**src/rtl/bridge_pulse_gen_if.sv**
```systemverilog
// Control and gate-drive signal bundle for the H-bridge pulse generator.
// The bench drives through master; the generator connects through slave.
interface bridge_pulse_gen_if #(
  parameter int HALF_W = 16,
  parameter int DEAD_W = 8,
  parameter int NCYC_W = 8
) ();
  logic              pluse_load;
  logic [HALF_W-1:0] qq_para;
  logic [DEAD_W-1:0] dead_para;
  logic [NCYC_W-1:0] bri_para;
  logic              phase;
  logic              state_start;
  logic              abort;
  logic              Q1Q8;
  logic              Q4Q5;
  logic              Q3Q6;
  logic              Q2Q7;
  logic              up;
  logic              down;
  logic              bri_cycle;
  logic              done;

  modport master (
    output pluse_load, qq_para, dead_para, bri_para, phase, state_start, abort,
    input  Q1Q8, Q4Q5, Q3Q6, Q2Q7, up, down, bri_cycle, done
  );

  modport slave (
    input  pluse_load, qq_para, dead_para, bri_para, phase, state_start, abort,
    output Q1Q8, Q4Q5, Q3Q6, Q2Q7, up, down, bri_cycle, done
  );
endinterface

```
**src/rtl/bridge_pulse_gen.sv**
```systemverilog
// H-bridge burst generator: alternating half-periods separated by dead time,
// shadow-loaded parameters, safe abort via a dead-time flush.
module bridge_pulse_gen #(
  parameter int HALF_W   = 16,
  parameter int DEAD_W   = 8,
  parameter int NCYC_W   = 8,
  parameter int MIN_DEAD = 2
) (
  input logic                clk_sys,
  input logic                rst,
  bridge_pulse_gen_if.slave  bus
);
  localparam int CNT_W = (HALF_W > DEAD_W) ? HALF_W : DEAD_W;

  typedef enum logic [2:0] {
    IDLE   = 3'd0,
    HALF_A = 3'd1,
    DEAD_A = 3'd2,
    HALF_B = 3'd3,
    DEAD_B = 3'd4,
    FLUSH  = 3'd5,
    DONE   = 3'd6
  } state_t;

  function automatic logic [HALF_W-1:0] eff_half(input logic [HALF_W-1:0] q);
    return (q == '0) ? HALF_W'(1) : q;
  endfunction

  function automatic logic [DEAD_W-1:0] eff_dead(input logic [DEAD_W-1:0] d);
    return (d < DEAD_W'(MIN_DEAD)) ? DEAD_W'(MIN_DEAD) : d;
  endfunction

  state_t            state_r, state_s;
  logic [CNT_W-1:0]  cnt_r;
  logic [NCYC_W-1:0] cyc_r;
  logic [HALF_W-1:0] sh_half_r, wk_half_r, ld_half_s;
  logic [DEAD_W-1:0] sh_dead_r, wk_dead_r, ld_dead_s;
  logic [NCYC_W-1:0] sh_bri_r, wk_bri_r, ld_bri_s;
  logic              sh_phase_r, wk_phase_r, ld_phase_s;
  logic              half_last_s, dead_last_s, ph_s, pos_s, neg_s, run_s;
  logic              pos_r, neg_r, run_r, done_r;

  // Parameters a start in this cycle would use: same-cycle load wins over shadow.
  always_comb begin
    ld_half_s  = bus.pluse_load ? bus.qq_para   : sh_half_r;
    ld_dead_s  = bus.pluse_load ? bus.dead_para : sh_dead_r;
    ld_bri_s   = bus.pluse_load ? bus.bri_para  : sh_bri_r;
    ld_phase_s = bus.pluse_load ? bus.phase     : sh_phase_r;
  end

  // Next-state logic; abort outranks every other transition in active states.
  always_comb begin
    state_s     = state_r;
    half_last_s = (cnt_r == CNT_W'(wk_half_r - HALF_W'(1)));
    dead_last_s = (cnt_r == CNT_W'(wk_dead_r - DEAD_W'(1)));
    case (state_r)
      IDLE: begin
        if (bus.state_start && !bus.abort) begin
          state_s = (ld_bri_s == '0) ? DONE : HALF_A;
        end else begin
          state_s = IDLE;
        end
      end
      HALF_A: begin
        if (bus.abort)        state_s = FLUSH;
        else if (half_last_s) state_s = DEAD_A;
        else                  state_s = HALF_A;
      end
      DEAD_A: begin
        if (bus.abort)        state_s = FLUSH;
        else if (dead_last_s) state_s = HALF_B;
        else                  state_s = DEAD_A;
      end
      HALF_B: begin
        if (bus.abort)        state_s = FLUSH;
        else if (half_last_s) state_s = DEAD_B;
        else                  state_s = HALF_B;
      end
      DEAD_B: begin
        if (bus.abort) begin
          state_s = FLUSH;
        end else if (dead_last_s) begin
          state_s = (cyc_r == wk_bri_r - NCYC_W'(1)) ? DONE : HALF_A;
        end else begin
          state_s = DEAD_B;
        end
      end
      FLUSH: begin
        if (dead_last_s) state_s = IDLE;
        else             state_s = FLUSH;
      end
      DONE:    state_s = IDLE;
      default: state_s = IDLE;
    endcase
  end

  // Output decode from the next state so the registered drives line up with it.
  always_comb begin
    ph_s  = (state_r == IDLE) ? ld_phase_s : wk_phase_r;
    pos_s = ((state_s == HALF_A) && !ph_s) || ((state_s == HALF_B) && ph_s);
    neg_s = ((state_s == HALF_A) && ph_s)  || ((state_s == HALF_B) && !ph_s);
    run_s = (state_s == HALF_A) || (state_s == DEAD_A) || (state_s == HALF_B) ||
            (state_s == DEAD_B) || (state_s == FLUSH);
  end

  // State register.
  always_ff @(posedge clk_sys) begin
    if (rst) state_r <= IDLE;
    else     state_r <= state_s;
  end

  // Length counter restarts on every state change; cycle counter advances at DEAD_B exit.
  always_ff @(posedge clk_sys) begin
    if (rst) begin
      cnt_r <= '0;
      cyc_r <= '0;
    end else begin
      if ((state_s != state_r) || (state_r == IDLE) || (state_r == DONE)) cnt_r <= '0;
      else                                                                 cnt_r <= cnt_r + CNT_W'(1);
      if (state_r == IDLE)                                  cyc_r <= '0;
      else if ((state_r == DEAD_B) && (state_s == HALF_A)) cyc_r <= cyc_r + NCYC_W'(1);
      else                                                  cyc_r <= cyc_r;
    end
  end

  // Shadow registers follow every load strobe regardless of state.
  always_ff @(posedge clk_sys) begin
    if (rst) begin
      sh_half_r  <= HALF_W'(1);
      sh_dead_r  <= DEAD_W'(MIN_DEAD);
      sh_bri_r   <= '0;
      sh_phase_r <= 1'b0;
    end else if (bus.pluse_load) begin
      sh_half_r  <= bus.qq_para;
      sh_dead_r  <= bus.dead_para;
      sh_bri_r   <= bus.bri_para;
      sh_phase_r <= bus.phase;
    end else begin
      sh_half_r  <= sh_half_r;
      sh_dead_r  <= sh_dead_r;
      sh_bri_r   <= sh_bri_r;
      sh_phase_r <= sh_phase_r;
    end
  end

  // Working copy is frozen at an accepted start and holds for the whole burst.
  always_ff @(posedge clk_sys) begin
    if (rst) begin
      wk_half_r  <= HALF_W'(1);
      wk_dead_r  <= DEAD_W'(MIN_DEAD);
      wk_bri_r   <= '0;
      wk_phase_r <= 1'b0;
    end else if ((state_r == IDLE) && bus.state_start && !bus.abort) begin
      wk_half_r  <= eff_half(ld_half_s);
      wk_dead_r  <= eff_dead(ld_dead_s);
      wk_bri_r   <= ld_bri_s;
      wk_phase_r <= ld_phase_s;
    end else begin
      wk_half_r  <= wk_half_r;
      wk_dead_r  <= wk_dead_r;
      wk_bri_r   <= wk_bri_r;
      wk_phase_r <= wk_phase_r;
    end
  end

  // Registered gate drives and status.
  always_ff @(posedge clk_sys) begin
    if (rst) begin
      pos_r  <= 1'b0;
      neg_r  <= 1'b0;
      run_r  <= 1'b0;
      done_r <= 1'b0;
    end else begin
      pos_r  <= pos_s;
      neg_r  <= neg_s;
      run_r  <= run_s;
      done_r <= (state_s == DONE);
    end
  end

  assign bus.Q1Q8      = pos_r;
  assign bus.Q4Q5      = pos_r;
  assign bus.up        = pos_r;
  assign bus.Q3Q6      = neg_r;
  assign bus.Q2Q7      = neg_r;
  assign bus.down      = neg_r;
  assign bus.bri_cycle = run_r;
  assign bus.done      = done_r;
endmodule

```
**src/flat_wrapper.sv**
```systemverilog
// flat-port wrapper written by rule: the top's interface ports become plain ports
module bridge_pulse_gen_flat 
#(
  parameter int HALF_W   = 16,
  parameter int DEAD_W   = 8,
  parameter int NCYC_W   = 8,
  parameter int MIN_DEAD = 2
)
  (clk_sys, rst, bus_pluse_load, bus_qq_para, bus_dead_para, bus_bri_para, bus_phase, bus_state_start, bus_abort, bus_Q1Q8, bus_Q4Q5, bus_Q3Q6, bus_Q2Q7, bus_up, bus_down, bus_bri_cycle, bus_done);
  bridge_pulse_gen_if #(.HALF_W(HALF_W), .DEAD_W(DEAD_W), .NCYC_W(NCYC_W)) bus_i ();
  input logic clk_sys;
  input logic rst;
  input wire logic [$bits(bus_i.pluse_load)-1:0] bus_pluse_load;
  input wire logic [$bits(bus_i.qq_para)-1:0] bus_qq_para;
  input wire logic [$bits(bus_i.dead_para)-1:0] bus_dead_para;
  input wire logic [$bits(bus_i.bri_para)-1:0] bus_bri_para;
  input wire logic [$bits(bus_i.phase)-1:0] bus_phase;
  input wire logic [$bits(bus_i.state_start)-1:0] bus_state_start;
  input wire logic [$bits(bus_i.abort)-1:0] bus_abort;
  output wire logic [$bits(bus_i.Q1Q8)-1:0] bus_Q1Q8;
  output wire logic [$bits(bus_i.Q4Q5)-1:0] bus_Q4Q5;
  output wire logic [$bits(bus_i.Q3Q6)-1:0] bus_Q3Q6;
  output wire logic [$bits(bus_i.Q2Q7)-1:0] bus_Q2Q7;
  output wire logic [$bits(bus_i.up)-1:0] bus_up;
  output wire logic [$bits(bus_i.down)-1:0] bus_down;
  output wire logic [$bits(bus_i.bri_cycle)-1:0] bus_bri_cycle;
  output wire logic [$bits(bus_i.done)-1:0] bus_done;
  assign bus_i.pluse_load = bus_pluse_load;
  assign bus_i.qq_para = bus_qq_para;
  assign bus_i.dead_para = bus_dead_para;
  assign bus_i.bri_para = bus_bri_para;
  assign bus_i.phase = bus_phase;
  assign bus_i.state_start = bus_state_start;
  assign bus_i.abort = bus_abort;
  assign bus_Q1Q8 = bus_i.Q1Q8;
  assign bus_Q4Q5 = bus_i.Q4Q5;
  assign bus_Q3Q6 = bus_i.Q3Q6;
  assign bus_Q2Q7 = bus_i.Q2Q7;
  assign bus_up = bus_i.up;
  assign bus_down = bus_i.down;
  assign bus_bri_cycle = bus_i.bri_cycle;
  assign bus_done = bus_i.done;
  bridge_pulse_gen #(.HALF_W(HALF_W), .DEAD_W(DEAD_W), .NCYC_W(NCYC_W), .MIN_DEAD(MIN_DEAD)) u_core (.clk_sys(clk_sys), .rst(rst), .bus(bus_i));
endmodule
```
**config.mk**
```make
export PLATFORM = sky130hd
export DESIGN_NAME = bridge_pulse_gen_flat
export DESIGN_NICKNAME = d
export VERILOG_FILES = /design/src/rtl/bridge_pulse_gen_if.sv /design/src/rtl/bridge_pulse_gen.sv /design/src/flat_wrapper.sv
export SDC_FILE = /design/constraint.sdc
export NUM_CORES = 1
export LEC_CHECK = 0
export CAP_MARGIN = 5
export CORE_UTILIZATION = 38
export CTS_CLUSTER_DIAMETER = 150
export DETAILED_ROUTE_END_ITERATION = 6
export PLACE_DENSITY = 0.66
export SLEW_MARGIN = 20
export SYNTH_ARGS = -nofsm -noshare
export SYNTH_HDL_FRONTEND = slang
export SYNTH_SLANG_ARGS = --single-unit
export TNS_END_PERCENT = 5
```
**constraint.sdc**
```tcl
create_clock -name clk_sys -period 3.2 [get_ports clk_sys]
set_input_delay 0.32 -clock clk_sys [delete_from_list [all_inputs] [get_ports clk_sys]]
set_output_delay 0.32 -clock clk_sys [all_outputs]
set_load 0.01 [all_outputs]
```
; After elaboration in Yosys (flattened, before gate mapping)
; Cells that the tools add are included.
[word_totals]
reg_bits = 97
latchBits = 0
ramBits = 0
mem_bits_ro = 0
output_inout_bits = 8
memories = 0
[classes]
addsub = 5
mul = 0
div_mod_pow = 0
n_lt_le_gt_ge = 1
n_eq_ne = 16
shifts = 0
muxes = 20
bitwise = 0
n_reduce_logical = 23
[op_table]
columns = op, count
row1 = 16-bit equality test, 2
row2 = 16-bit 2-to-1 mux, 2
row3 = 3-bit 2-to-1 mux, 10
row4 = 8-bit 2-to-1 mux, 3
row5 = 3-bit equality test (second input constant), 6
row6 = 3-bit one-hot mux with 6 select lines, 1
row7 = 16-bit by 1-bit adder with 16-bit output (second input constant), 1
row8 = 16-bit logical NOT, 1
row9 = 16-bit by 1-bit subtractor with 16-bit output (second input constant), 1
row10 = 3-bit by 2-bit equality test with 1-bit output (second input constant), 4
row11 = 8-bit by 1-bit subtractor with 9-bit output (second input constant), 1
row12 = 8-bit by 1-bit adder with 8-bit output (second input constant), 1
row13 = 8-bit equality test, 1
row14 = 1-bit logical AND, 8
row15 = 8-bit logical NOT, 1
row16 = 1-bit logical OR, 8
row17 = 8-bit by 2-bit < comparator with 1-bit output (second input constant), 1
row18 = 8-bit by 1-bit subtractor with 8-bit output (second input constant), 1
row19 = 3-bit by 1-bit equality test with 1-bit output (second input constant), 2
row20 = 2-bit OR reduction, 2
row21 = 3-bit logical NOT, 1
row22 = 1-bit 2-to-1 mux, 3
row23 = 3-bit != test, 1
row24 = 1-bit logical NOT, 2
row25 = 2-bit 2-to-1 mux, 1

; Depth between registers and ports, before layout
[logic_depth]
ltp_word = 11
mapped_depth = 13
depth_no_buf = 11

; Worst setup path after synthesis
; OpenSTA, ideal clock, no wires.
[synth_timing]
path_kind = register to register
start = reg u_core.wk_half_r[0]
end = reg u_core.cnt_r[2]
setup_ps = 115
t_arrival_ps = 2766
slack_ps = 319
stages_incl_launch_ff = 14
n_path_buf = 2
path_cell_list = dfxtp_1 > inv_1 > ha_1 > buf_1 > o21ba_2 > a221oi_1 > a41oi_1 > a2111o_1 > a2111oi_4 > a21oi_1 > o21a_1 > o211ai_2 > buf_4 > nor2_1
[synth_via]
elab_chain_cells = 9
[synth_rtl]
columns = element, line_no
row1 = "start, declared", bridge_pulse_gen.sv:36  ; logic [HALF_W-1:0] sh_half_r, wk_half_r, ld_half_s;
row2 = "start signal, assigned", bridge_pulse_gen.sv:154  ; wk_half_r <= eff_half(ld_half_s);
row3 = "start signal, assigned", bridge_pulse_gen.sv:159  ; wk_half_r <= wk_half_r;
row4 = 16-bit by 1-bit subtractor with 16-bit output *, bridge_pulse_gen.sv:54  ; half_last_s = (cnt_r == CNT_W'(wk_half_r - HALF_W'(1)));
row5 = 16-bit equality test *, bridge_pulse_gen.sv:54
row6 = 3-bit 2-to-1 mux or 2-bit 2-to-1 mux (tied branches), "bridge_pulse_gen.sv:76, bridge_pulse_gen.sv:66"
row7 = 3-bit 2-to-1 mux (on tied branches), "bridge_pulse_gen.sv:75, bridge_pulse_gen.sv:65"
row8 = 3-bit one-hot mux with 6 select lines *, bridge_pulse_gen.sv:56  ; case (state_r)
row9 = 3-bit != test *, bridge_pulse_gen.sv:118  ; if ((state_s != state_r) || (state_r == IDLE) || (state_r == DONE)) cnt_r <= '0;
row10 = 1-bit logical OR * (2 in a row), bridge_pulse_gen.sv:118
row11 = 2-bit OR reduction (no source line) *, n/a
row12 = "end signal, assigned", bridge_pulse_gen.sv:119  ; else cnt_r <= cnt_r + CNT_W'(1);
row13 = "end, declared", bridge_pulse_gen.sv:34  ; logic [CNT_W-1:0] cnt_r;
; Every way passes the cells marked *; elsewhere a longest branch is shown, timed or not.
; A chain may end at the register's enable or synchronous reset.

; Final worst setup path
[layout_timing]
start = reg u_core.wk_half_r[0]
end = reg u_core.cyc_r[5]
[layout_via]
elab_chain_cells = 7
[layout_rtl]
columns = element, line_no
row1 = 16-bit by 1-bit subtractor with 16-bit output *, bridge_pulse_gen.sv:54
row2 = 16-bit equality test *, bridge_pulse_gen.sv:54
row3 = 3-bit 2-to-1 mux or 2-bit 2-to-1 mux (tied branches), "bridge_pulse_gen.sv:76, bridge_pulse_gen.sv:66"
row4 = 3-bit 2-to-1 mux (on tied branches), "bridge_pulse_gen.sv:75, bridge_pulse_gen.sv:65"
row5 = 3-bit one-hot mux with 6 select lines *, bridge_pulse_gen.sv:56
row6 = 3-bit by 1-bit equality test with 1-bit output *, bridge_pulse_gen.sv:121  ; else if ((state_r == DEAD_B) && (state_s == HALF_A)) cyc_r <= cyc_r + NCYC_W'(1);
row7 = 1-bit logical AND *, bridge_pulse_gen.sv:121
row8 = "end signal, assigned", bridge_pulse_gen.sv:121
row9 = "end signal, assigned", bridge_pulse_gen.sv:122  ; else cyc_r <= cyc_r;
row10 = "end, declared", bridge_pulse_gen.sv:35  ; logic [NCYC_W-1:0] cyc_r;
; Marked as above.

==> flow_metrics.py <==
metrics = {
    "logic_synthesis": {
        "synthArstFlopShare_pct": 0,
        "mappedNetlistArea_mm2": 0.00505,
        "synth.cells.most_frequent": "sky130_fd_sc_hd__nor2_1, sky130_fd_sc_hd__dfxtp_1, sky130_fd_sc_hd__mux2i_1",
        "synth_edf_count": 0,
        "synth_ff_type": "sky130_fd_sc_hd__dfxtp_1",
        "yosys_reg_bits": 97,
        "synth_cells": 586,
        "synth.yosys.seq_area_share_pct": 38.4,
        "syn-mean-instance-area_um2": 8.62,
        "synth.net_count": 629,
        "synthMostInstantiatedCell": "sky130_fd_sc_hd__nor2_1",
        "ys.warnings.count": 0,
        "netlist-cell-type-count": 61,
        "post_synth_main_area_contributors": "sky130_fd_sc_hd__dfxtp_1, sky130_fd_sc_hd__mux2i_1, sky130_fd_sc_hd__nor2_1",
        "synth_largest_area_cell": "sky130_fd_sc_hd__dfxtp_1",
        "synth_top_cell_area_share_pct": 38.4,
    },
    "clocking": {
        "cts.root.buffer_cell": "sky130_fd_sc_hd__clkbuf_16",
        "cts.hold.buffers_added": 0,
        "cts_inserted_buffers": 9,
        "worst_setup_hold_path_clk_slew_ps": 70,
        "cts.sink_count": 97,
        "cts_tree": "done",
        "cts_htree_levels": 3,
        "clk_lat_worst_skew_ps": 350,
        "cts.path.max_buffers": 2,
    },
    "drt": {
        "route.detailed.wl_per_inst_um": 14.0,
        "route.vias.total": 4289,
        "drt.antenna.violating_nets": 0,
        "detail_route.drc_violations": 0,
        "vias_per_cell": 5.37,
        "totalWireLength_mm": 11.2,
        "initialDrtViolationCount": 224,
        "drt_pre_antenna_iters": 4,
    },
    "outcome": {
        "status": "completed",
    },
    "placement": {
        "numPlacedInstances": 779,
        "place.detailed.hpwl_mm": 8.16,
        "globalplace.congestion": 0.904,
        "placement.cell_area_mm2": 0.00564,
        "io_buffers": 45,
    },
    "sta": {
        "clock.fmax_mhz": 321,
        "maxSlewViolCount": 0,
        "worst_clock_skew_ps": 8.10,
        "min_period_ps": 3120,
        "timing_hold_violations_final": 0,
        "timing.final.crit_share_pct": 97.4,
        "finalSetupViolations": 0,
        "worst_hold_slack_ps": 297,
        "finalSetupTns_ps": 0,
        "worstMarginPinSlew_ps": 676,
        "timing.slew.headroom_pct": 54.9,
    },
    "die": {
        "core_region_area_mm2": 0.0128,
        "dieWidth_um": 117,
        "dieHeight_um": 117,
        "floorplan.initialDensity_pct": 39.6,
        "die_area_mm2": 0.0138,
        "ios": 46,
        "core.rowCount": 41,
    },
    "cells_and_area": {
        "area_growth_pct": 19.2,
        "nets": 664,
        "final.fill_count": 1207,
        "multiInputGateArea_mm2": 0.00297,
        "layout.cells.non_filler": 798,
        "antenna-diode-count": 0,
        "finish.instance_area_mm2": 0.00602,
        "post_route_cells_drive_above_1_share_pct": 9.27,
        "layout.area.seq_mm2": 0.00194,
    },
    "worst_hold_path": {
        "timing.hold.worst.class": "primary input to register",
        "whs_path_depth": 2,
    },
    "grt": {
        "first_global_vias": 3951,
        "largest_net_degree_at_the_start_of_global_routing": 68,
        "grt_use_total_pct": 16.7,
        "antenna_violations_before_repair": 0,
        "wire_length_of_the_first_global_routing_pass_mm": 18.8,
        "overflow": 0,
    },
    "critical_path": {
        "data_required_time_of_the_critical_path_ps": 3470,
        "arrival_ps": 3390,
        "kind_of_end_point_of_the_critical_path": "register",
        "critical_path_startpoint_category": "register",
        "critPathKind": "register to register",
        "worst-r2r-cell-count": 13,
        "worstPathMaxFanout": 8,
    },
    "flow_run": {
        "max_capacitance_violation_count": 0,
    },
    "power_and_ir_drop": {
        "fin_total_pwr_w": 0.00339,
        "power_density_mw_per_mm2": 562,
        "power.leakage_nw": 2.23,
        "peakVddDrop_mv": 0.363,
    },
}
==> report_power, final <==
part	internal (W)	total [W]	switching (W)
clock	0.000629	0.00108	0.000446
combinational	0.000415	0.000894	0.000479
sequential	0.00131	0.00142	0.000111
==> state kept, by name, summed over array words and instances, names as in the netlist, 3 cells and up <==
name	count
u_core.state_r	3
u_core.sh_bri_r	8
u_core.sh_half_r	16
u_core.wk_dead_r	8
u_core.cnt_r	16
u_core.wk_bri_r	8
u_core.sh_dead_r	8
u_core.wk_half_r	16
u_core.cyc_r	8
==> final cells by class <==
cell class                 instances  share of cell area (%)
clock buffer                      14                    4.22
clock inverter                     2                   0.623
inverter                          15                   0.935
multi-input combinational        439                    49.4
sequential                        97                    32.2
tap                              172                    3.57
timing repair buffer              59                    9.06
==> worst paths after layout <==
path / startpoint / endpoint / slack [ps]
max: u_core.wk_half_r[0]$_SDFFE_PP1P_ / u_core.cyc_r[5]$_SDFFE_PP0P_ / 80
min: rst / u_core.state_r[2]$_SDFF_PP0_ / 300
max reg2reg: u_core.wk_half_r[0]$_SDFFE_PP1P_ / u_core.cyc_r[5]$_SDFFE_PP0P_ / 80
min reg2reg: u_core.sh_dead_r[1]$_SDFF_PP1_ / u_core.sh_dead_r[1]$_SDFF_PP1_ / 480
==> metrics by stage <==
| step | util [%] | worst slack [ps] |
|---|---|---|
| after floorplan | - | 319 |
| after global placement | 44.2 | 161 |
| after detailed placement | 44.2 | 10.1 |
| after CTS | 46.4 | -17.4 |
| after global routing | 47.2 | -54.0 |
| final | 47.2 | 82.7 |
==> critical path: stages, from the launching register on <==
cell and delay [ps]:
sky130_fd_sc_hd__dfxtp_1 360, sky130_fd_sc_hd__inv_1 110, sky130_fd_sc_hd__ha_4 200, sky130_fd_sc_hd__o21ba_2 220, sky130_fd_sc_hd__a221oi_2 300, sky130_fd_sc_hd__a41oi_1 90, sky130_fd_sc_hd__a2111o_1 350, sky130_fd_sc_hd__a2111oi_4 280
sky130_fd_sc_hd__buf_4 190, sky130_fd_sc_hd__a31o_2 170, sky130_fd_sc_hd__o211ai_1 110, sky130_fd_sc_hd__buf_4 180, sky130_fd_sc_hd__nor4_2 250, sky130_fd_sc_hd__mux2i_1 210
==> routing by layer <==
| metal | track usage [%] | wire (µm) |
|---|---|---|
| met1 | 20.9 | 5270 |
| met2 | 25.8 | 5010 |
| met3 | 4.43 | 448 |
| met4 | 9.90 | 421 |
| met5 | 0 | 0 |
==> cell families after synthesis <==
| kind of cell | Yosys count | share of synthesized area [%] |
|---|---|---|
| simple gates | 240 | 23.5 |
| compound gates | 98 | 15.0 |
| flops | 97 | 38.4 |
| xor+xnor | 54 | 9.36 |
| buf+inv | 50 | 4.11 |
| mux | 42 | 8.35 |
| fa+ha+maj | 5 | 1.24 |
==> layout by cell type, fill, tap and decap left out, types with 3 or more instances in the layout <==
cell type                           n
sky130_fd_sc_hd__nand2b_1           8
sky130_fd_sc_hd__nand2_1           20
sky130_fd_sc_hd__mux2i_1           41
sky130_fd_sc_hd__xnor2_1           34
sky130_fd_sc_hd__a211oi_1          32
sky130_fd_sc_hd__clkdlybuf4s50_1   43
sky130_fd_sc_hd__ha_1               4
sky130_fd_sc_hd__or2_2              4
sky130_fd_sc_hd__nor2_1           107
sky130_fd_sc_hd__clkbuf_16          9
sky130_fd_sc_hd__o21ai_0           10
sky130_fd_sc_hd__and3_1             7
sky130_fd_sc_hd__a31oi_1            7
sky130_fd_sc_hd__o31ai_1            3
sky130_fd_sc_hd__and4_1             4
sky130_fd_sc_hd__buf_4             14
sky130_fd_sc_hd__nand3b_1           6
sky130_fd_sc_hd__or3_1              9
sky130_fd_sc_hd__nor4_1            16
sky130_fd_sc_hd__a31o_2             3
sky130_fd_sc_hd__nor3_1            14
sky130_fd_sc_hd__nand4_1            4
sky130_fd_sc_hd__nand3_1           18
sky130_fd_sc_hd__nor4_2             3
sky130_fd_sc_hd__inv_1             15
sky130_fd_sc_hd__a21oi_1            9
sky130_fd_sc_hd__or4_1              5
sky130_fd_sc_hd__dfxtp_1           97
sky130_fd_sc_hd__o211a_1            3
sky130_fd_sc_hd__xor2_1            20
sky130_fd_sc_hd__clkbuf_1           4
==> repair_timing <==
item,in CTS,in global routing
pin swaps,0,5
setup endpoints to repair,2,26
endpoints found under the hold margin,0,0
gates resized for setup,0,12
setup buffers,0,3
No activity file was read; power rests on OpenSTA's default activity.
